### src/rtl/regfile_pkg.sv
// Shared types and defaults for the multi-port register file.
// REGFILE_BYPASS_EN selects write-first reads in regfile_mp_sb.
package regfile_pkg;

  localparam int DATA_W_DEF = 32;
  localparam int ADDR_W_DEF = 5;
  localparam int NREAD_MAX  = 4;

  typedef logic [ADDR_W_DEF-1:0] reg_addr_t;
  typedef logic [DATA_W_DEF-1:0] reg_data_t;

endpackage

### src/rtl/regfile_scoreboard.sv
// Pending-write scoreboard: busy vector with flush > clear > set priority.
// busy_next is exported so the top can register per-port flags.
module regfile_scoreboard
  import regfile_pkg::*;
#(
  parameter int ADDR_W   = ADDR_W_DEF,
  parameter int ZERO_REG = 1
) (
  input  logic                   clk,
  input  logic                   rst,
  input  logic                   we,
  input  logic [ADDR_W-1:0]      wa,
  input  logic                   iss_valid,
  input  logic [ADDR_W-1:0]      iss_addr,
  input  logic                   flush,
  output logic [(1<<ADDR_W)-1:0] busy_next
);

  localparam int DEPTH = 1 << ADDR_W;

  logic [DEPTH-1:0] r_busy;
  logic [DEPTH-1:0] w_busy_next;

  always_comb begin
    w_busy_next = r_busy;
    if (flush) begin
      w_busy_next = '0;
    end else begin
      if (we)
        w_busy_next[wa] = 1'b0;
      // Issue after clear: a new producer beats a retiring one.
      if (iss_valid)
        w_busy_next[iss_addr] = 1'b1;
    end
    if (ZERO_REG != 0)
      w_busy_next[0] = 1'b0;
  end

  always_ff @(posedge clk or negedge rst) begin
    if (!rst)
      r_busy <= '0;
    else
      r_busy <= w_busy_next;
  end

  assign busy_next = w_busy_next;

endmodule

### src/rtl/regfile_mp_sb.sv
// Multi-read-port register file with one write port and scoreboard.
// Define REGFILE_BYPASS_EN for write-first reads; default is read-before-write.
module regfile_mp_sb
  import regfile_pkg::*;
#(
  parameter int DATA_W   = DATA_W_DEF,
  parameter int ADDR_W   = ADDR_W_DEF,
  parameter int NREAD    = 2,
  parameter int ZERO_REG = 1
) (
  input  logic                    clk,
  input  logic                    rst,
  input  logic [NREAD*ADDR_W-1:0] rd_addr,
  output logic [NREAD*DATA_W-1:0] rd_data,
  output logic [NREAD-1:0]        rd_busy,
  input  logic                    we,
  input  logic [ADDR_W-1:0]       wa,
  input  logic [DATA_W-1:0]       wd,
  input  logic                    iss_valid,
  input  logic [ADDR_W-1:0]       iss_addr,
  input  logic                    flush,
  output logic                    any_busy
);

  localparam int DEPTH = 1 << ADDR_W;

  logic [DATA_W-1:0]       r_mem [DEPTH];
  logic [NREAD*DATA_W-1:0] r_rd_data;
  logic [NREAD-1:0]        r_rd_busy;
  logic                    r_any_busy;

  logic [DEPTH-1:0]        w_busy_next;
  logic                    w_wr_en;
  logic [NREAD*DATA_W-1:0] w_rd_data;
  logic [NREAD-1:0]        w_rd_busy;
  logic [ADDR_W-1:0]       w_addr;

  assign w_wr_en = we && !((ZERO_REG != 0) && (wa == '0));

  regfile_scoreboard #(
    .ADDR_W   (ADDR_W),
    .ZERO_REG (ZERO_REG)
  ) u_sb (
    .clk       (clk),
    .rst       (rst),
    .we        (we),
    .wa        (wa),
    .iss_valid (iss_valid),
    .iss_addr  (iss_addr),
    .flush     (flush),
    .busy_next (w_busy_next)
  );

  always_ff @(posedge clk or negedge rst) begin
    if (!rst) begin
      for (int i = 0; i < DEPTH; i++)
        r_mem[i] <= DATA_W'(i);
    end else if (w_wr_en) begin
      r_mem[wa] <= wd;
    end
  end

  always_comb begin
    w_rd_data = '0;
    w_rd_busy = '0;
    w_addr    = '0;
    for (int k = 0; k < NREAD; k++) begin
      w_addr = rd_addr[k*ADDR_W +: ADDR_W];
      w_rd_data[k*DATA_W +: DATA_W] = r_mem[w_addr];
`ifdef REGFILE_BYPASS_EN
      if (w_wr_en && (wa == w_addr))
        w_rd_data[k*DATA_W +: DATA_W] = wd;
`endif
      if ((ZERO_REG != 0) && (w_addr == '0))
        w_rd_data[k*DATA_W +: DATA_W] = '0;
      w_rd_busy[k] = w_busy_next[w_addr];
    end
  end

  always_ff @(posedge clk or negedge rst) begin
    if (!rst) begin
      r_rd_data  <= '0;
      r_rd_busy  <= '0;
      r_any_busy <= 1'b0;
    end else begin
      r_rd_data  <= w_rd_data;
      r_rd_busy  <= w_rd_busy;
      r_any_busy <= |w_busy_next;
    end
  end

  assign rd_data  = r_rd_data;
  assign rd_busy  = r_rd_busy;
  assign any_busy = r_any_busy;

endmodule

### config.mk
export PLATFORM = sky130hd
export DESIGN_NAME = regfile_mp_sb
export DESIGN_NICKNAME = d
export VERILOG_FILES = /design/src/rtl/regfile_pkg.sv /design/src/rtl/regfile_scoreboard.sv /design/src/rtl/regfile_mp_sb.sv
export SDC_FILE = /design/constraint.sdc
export NUM_CORES = 2
export LEC_CHECK = 0
export BUFFER_PORTS_ARGS = -buffer_cell sky130_fd_sc_hd__clkbuf_2
export CAP_MARGIN = 15
export CORE_MARGIN = 3
export CORE_UTILIZATION = 50
export DETAILED_ROUTE_END_ITERATION = 12
export PLACE_DENSITY = 0.66
export SETUP_SLACK_MARGIN = 0.5
export SYNTH_ARGS = -nofsm -noshare
export SYNTH_HDL_FRONTEND = slang
export SYNTH_HIERARCHICAL = 1
export SYNTH_SLANG_ARGS = --single-unit
### constraint.sdc
create_clock -name clk -period 3.6 [get_ports clk]
set_input_delay 0.54 -clock clk [delete_from_list [all_inputs] [get_ports clk]]
set_output_delay 0.54 -clock clk [all_outputs]
set_load 0.05 [all_outputs]
==> impl_metrics.env <==
export IMPL_met1_usage=0.4305
export IMPL_die_h_um=346.8
export IMPL_peakVddDrop_mv=0.4670
export IMPL_max_cap_violations=0
export IMPL_setup_tns_final_ps=0
export IMPL_grt_util_met2=0.4881
export IMPL_ys_seq_area_frac=0.4853
export IMPL_dpl_hpwl_um=113000
export IMPL_critical_path_arrival_ps=3030
export IMPL_cts_max_level=3
export IMPL_cts_buffers=121
export IMPL_drc=0
export IMPL_drt_iter0_drc=3920
export IMPL_globalplace_congestion=0.8365
export IMPL_syn_area_per_cell_sq_um=14.68
export IMPL_rsz0062_at_grt="no"
export IMPL_tightest_slew_ps=1015
export IMPL_fin_area_sq_um=65580
export IMPL_drtAntennaViolNets=0
export IMPL_grt_antenna_before_repair=11
export IMPL_gr_usage_met3=0.06708
export IMPL_startpoint="rd_addr[5]"
export IMPL_cts_root_buf="clkbuf_16"
export IMPL_slew_headroom=0.3216
export IMPL_post_cts_buffers=0
export IMPL_synth_edff_count=0
export IMPL_critPathLaunchType="input port"
export IMPL_critical_path_top_delay_family="compound AO/OA/AOI/OAI gates"
export IMPL_synth_area_sq_um=58070
export IMPL_vias=38290
export IMPL_reg2reg_from="r_mem[634]"
export IMPL_wl_um=187900
export IMPL_slowest_delay_ps=820
export IMPL_setup_viol=0
export IMPL_status="finished, final reports clean"
export IMPL_synth_nets=4012
export IMPL_finalHoldViolations=0
export IMPL_cp_max_fo=34
export IMPL_fin_nets=4034
export IMPL_core_sq_um=114800
export IMPL_final_layout_size_suffix_gt1_frac=0.5152
export IMPL_rows=124
export IMPL_syn_to_final_growth_pct=12.94
export IMPL_cts_tree="done"
export IMPL_ys_ff_latch=1122
export IMPL_finalPower_mw=37.12
export IMPL_worstSetupPathDepth=6
export IMPL_min_period_ps=2491
export IMPL_holdBufCountCts=1
export IMPL_cp_cell_sequence="buf_8, buf_12, mux4_2, a22o_1, a2111oi_0, nor3_1"
export IMPL_cp_num_buf_inv=2
export IMPL_power_density_nw_per_um2=566.1
export IMPL_ys_top_cells_by_area="dfrtp_1, mux2_2, mux4_2, mux2i_1, dfstp_2"
export IMPL_synth_top_area_frac=0.4491
export IMPL_path_clk_slew_ps=60
export IMPL_avgRoutedWirePerCell_um=33.57
export IMPL_die_x_um=346.8
export IMPL_busiest_layer="met2"
export IMPL_ys_warn_count=6
export IMPL_fin_crit_sh=0.6919
export IMPL_dpl_cell_count=5364
export IMPL_holdWs_ps=313.9
export IMPL_skew_ps=18.10
export IMPL_vias_per_cell=6.839
export IMPL_grt_max_degree=113
export IMPL_slew_viol_final=0
export IMPL_holdPathStages=4
export IMPL_netlist_top_cell_by_area="dfrtp_1"
export IMPL_reg2reg_depth=4
export IMPL_grt_pass1_vias=39080
export IMPL_fin_ws_ps=1109
export IMPL_initial_core_util=0.5058
export IMPL_synth_distinct_cells=57
export IMPL_end_kind="flop"
export IMPL_hold_path_class="in2reg"
export IMPL_hp_start="rd_addr[4]"
export IMPL_dpl_cell_area_sq_um=61380
export IMPL_synth_cells=3955
export IMPL_final_cell_mix="mux2_2, dfrtp_1, mux4_2"
export IMPL_crit_path_top_delay_cell="a2111oi_0"
export IMPL_synth_ff_type="dfrtp_1"
export IMPL_required_ps=4130
export IMPL_cts_resized=0
export IMPL_clk_latency_ps=710
export IMPL_timing_fmax_mhz=401.5
export IMPL_power_leakage_nw=28.61
export IMPL_gr_usage_all_layers=0.3115
export IMPL_ios=124
export IMPL_dp_slack_ps=334.9
export IMPL_dr_pass1_iters=5
export IMPL_port_buffers=123
export IMPL_final_cells=5598
export IMPL_grt_pass1_wl_um=276800
export IMPL_dieArea_sq_um=120300
export IMPL_cts_sinks=1122
export IMPL_gr_total_overflow=0
export IMPL_postLayoutCoreUtil=0.5712
export IMPL_reg2reg_slack_ps=1350
export IMPL_synthArstFlopShare=1.000
export IMPL_layout_commonest_cell="mux2_2"
export IMPL_cts_path_max_buffers=3
export IMPL_critPathKind="in2reg"
[final timing paths]
check,end
max,rd_data[58]
min,rd_busy[0]
max reg2reg,rd_data[58]
min reg2reg,r_mem[1017]
max in group asynchronous,r_mem[842]
min in group asynchronous,r_mem[82]
[synth_stat cells (6+ instances only)]
library cell and n:
o22ai_1 58, buf_6 14, a2bb2oi_1 26, nor3_1 34, buf_2 70, mux2_2 1052, a2111oi_0 31, mux2i_1 270
buf_1 70, nand2_1 63, o2bb2ai_1 25, nand3b_1 14, nor2b_1 17, nor3b_1 6, dfrtp_1 1042, buf_4 46
clkbuf_1 231, a21oi_1 26, mux4_2 383, dfstp_2 80, a31oi_1 26, a22o_1 62, o21bai_1 25, o221ai_1 31
o21ai_1 33, and2b_1 18, nor4_1 9, nor2_1 21, a211oi_1 38, and3_1 7, a221oi_1 37, o21ai_0 42
[routing by layer]
layer | vias up | part of all wire | wire, um
met1 | 20700 | 0.41 | 76950
met2 | 1756 | 0.47 | 87500
met4 | 8 | 0.043 | 8046
met5 | - | 0.00035 | 65
li1 | 15360 | - | -
met3 | 463 | 0.082 | 15340
[sequential cells by signal, indices dropped and copies added, names as in the netlist]
| name | flops |
|---|---|
| rd_data | 64 |
| rd_busy | 2 |
| r_mem | 1024 |
| u_sb/r_busy | 31 |
| any_busy | 1 |
[area by class of cell]
class	count	area, sq um
antenna	4	10.01
clock buffer	171	3501
clock inverter	57	675.6
fill	9122	49230
inverter	3	17.52
multi-input combinational	2396	28100
sequential	1122	28180
tap	1512	1892
timing repair buffer	333	3203
[power breakdown]
group / internal (mW) / switching (mW)
Combinational: 4.06 / 3.11
Clock: 7.75 / 5.31
Sequential: 15.1 / 1.83
Total: 26.9 / 10.3
[kinds of logic (layout without fill, tap and decap cells)]
family	after synthesis	count (layout)	synth area share
AO/OA/AOI/OAI	468	468	0.05906
buffers and inverters	437	564	0.03512
flip-flops	1122	1122	0.4853
multiplexers	1705	1705	0.3991
other	1	5	0.00006458
AND/OR/NAND/NOR	222	222	0.02138
[worst register-to-register path, cell delays in order, from the launching register on]
cell and delay (ps):
dfrtp_1 400, mux4_2 460, a22o_1 240, a2111oi_0 820
nor3_1 160
Power figures use the tool's default switching activity.
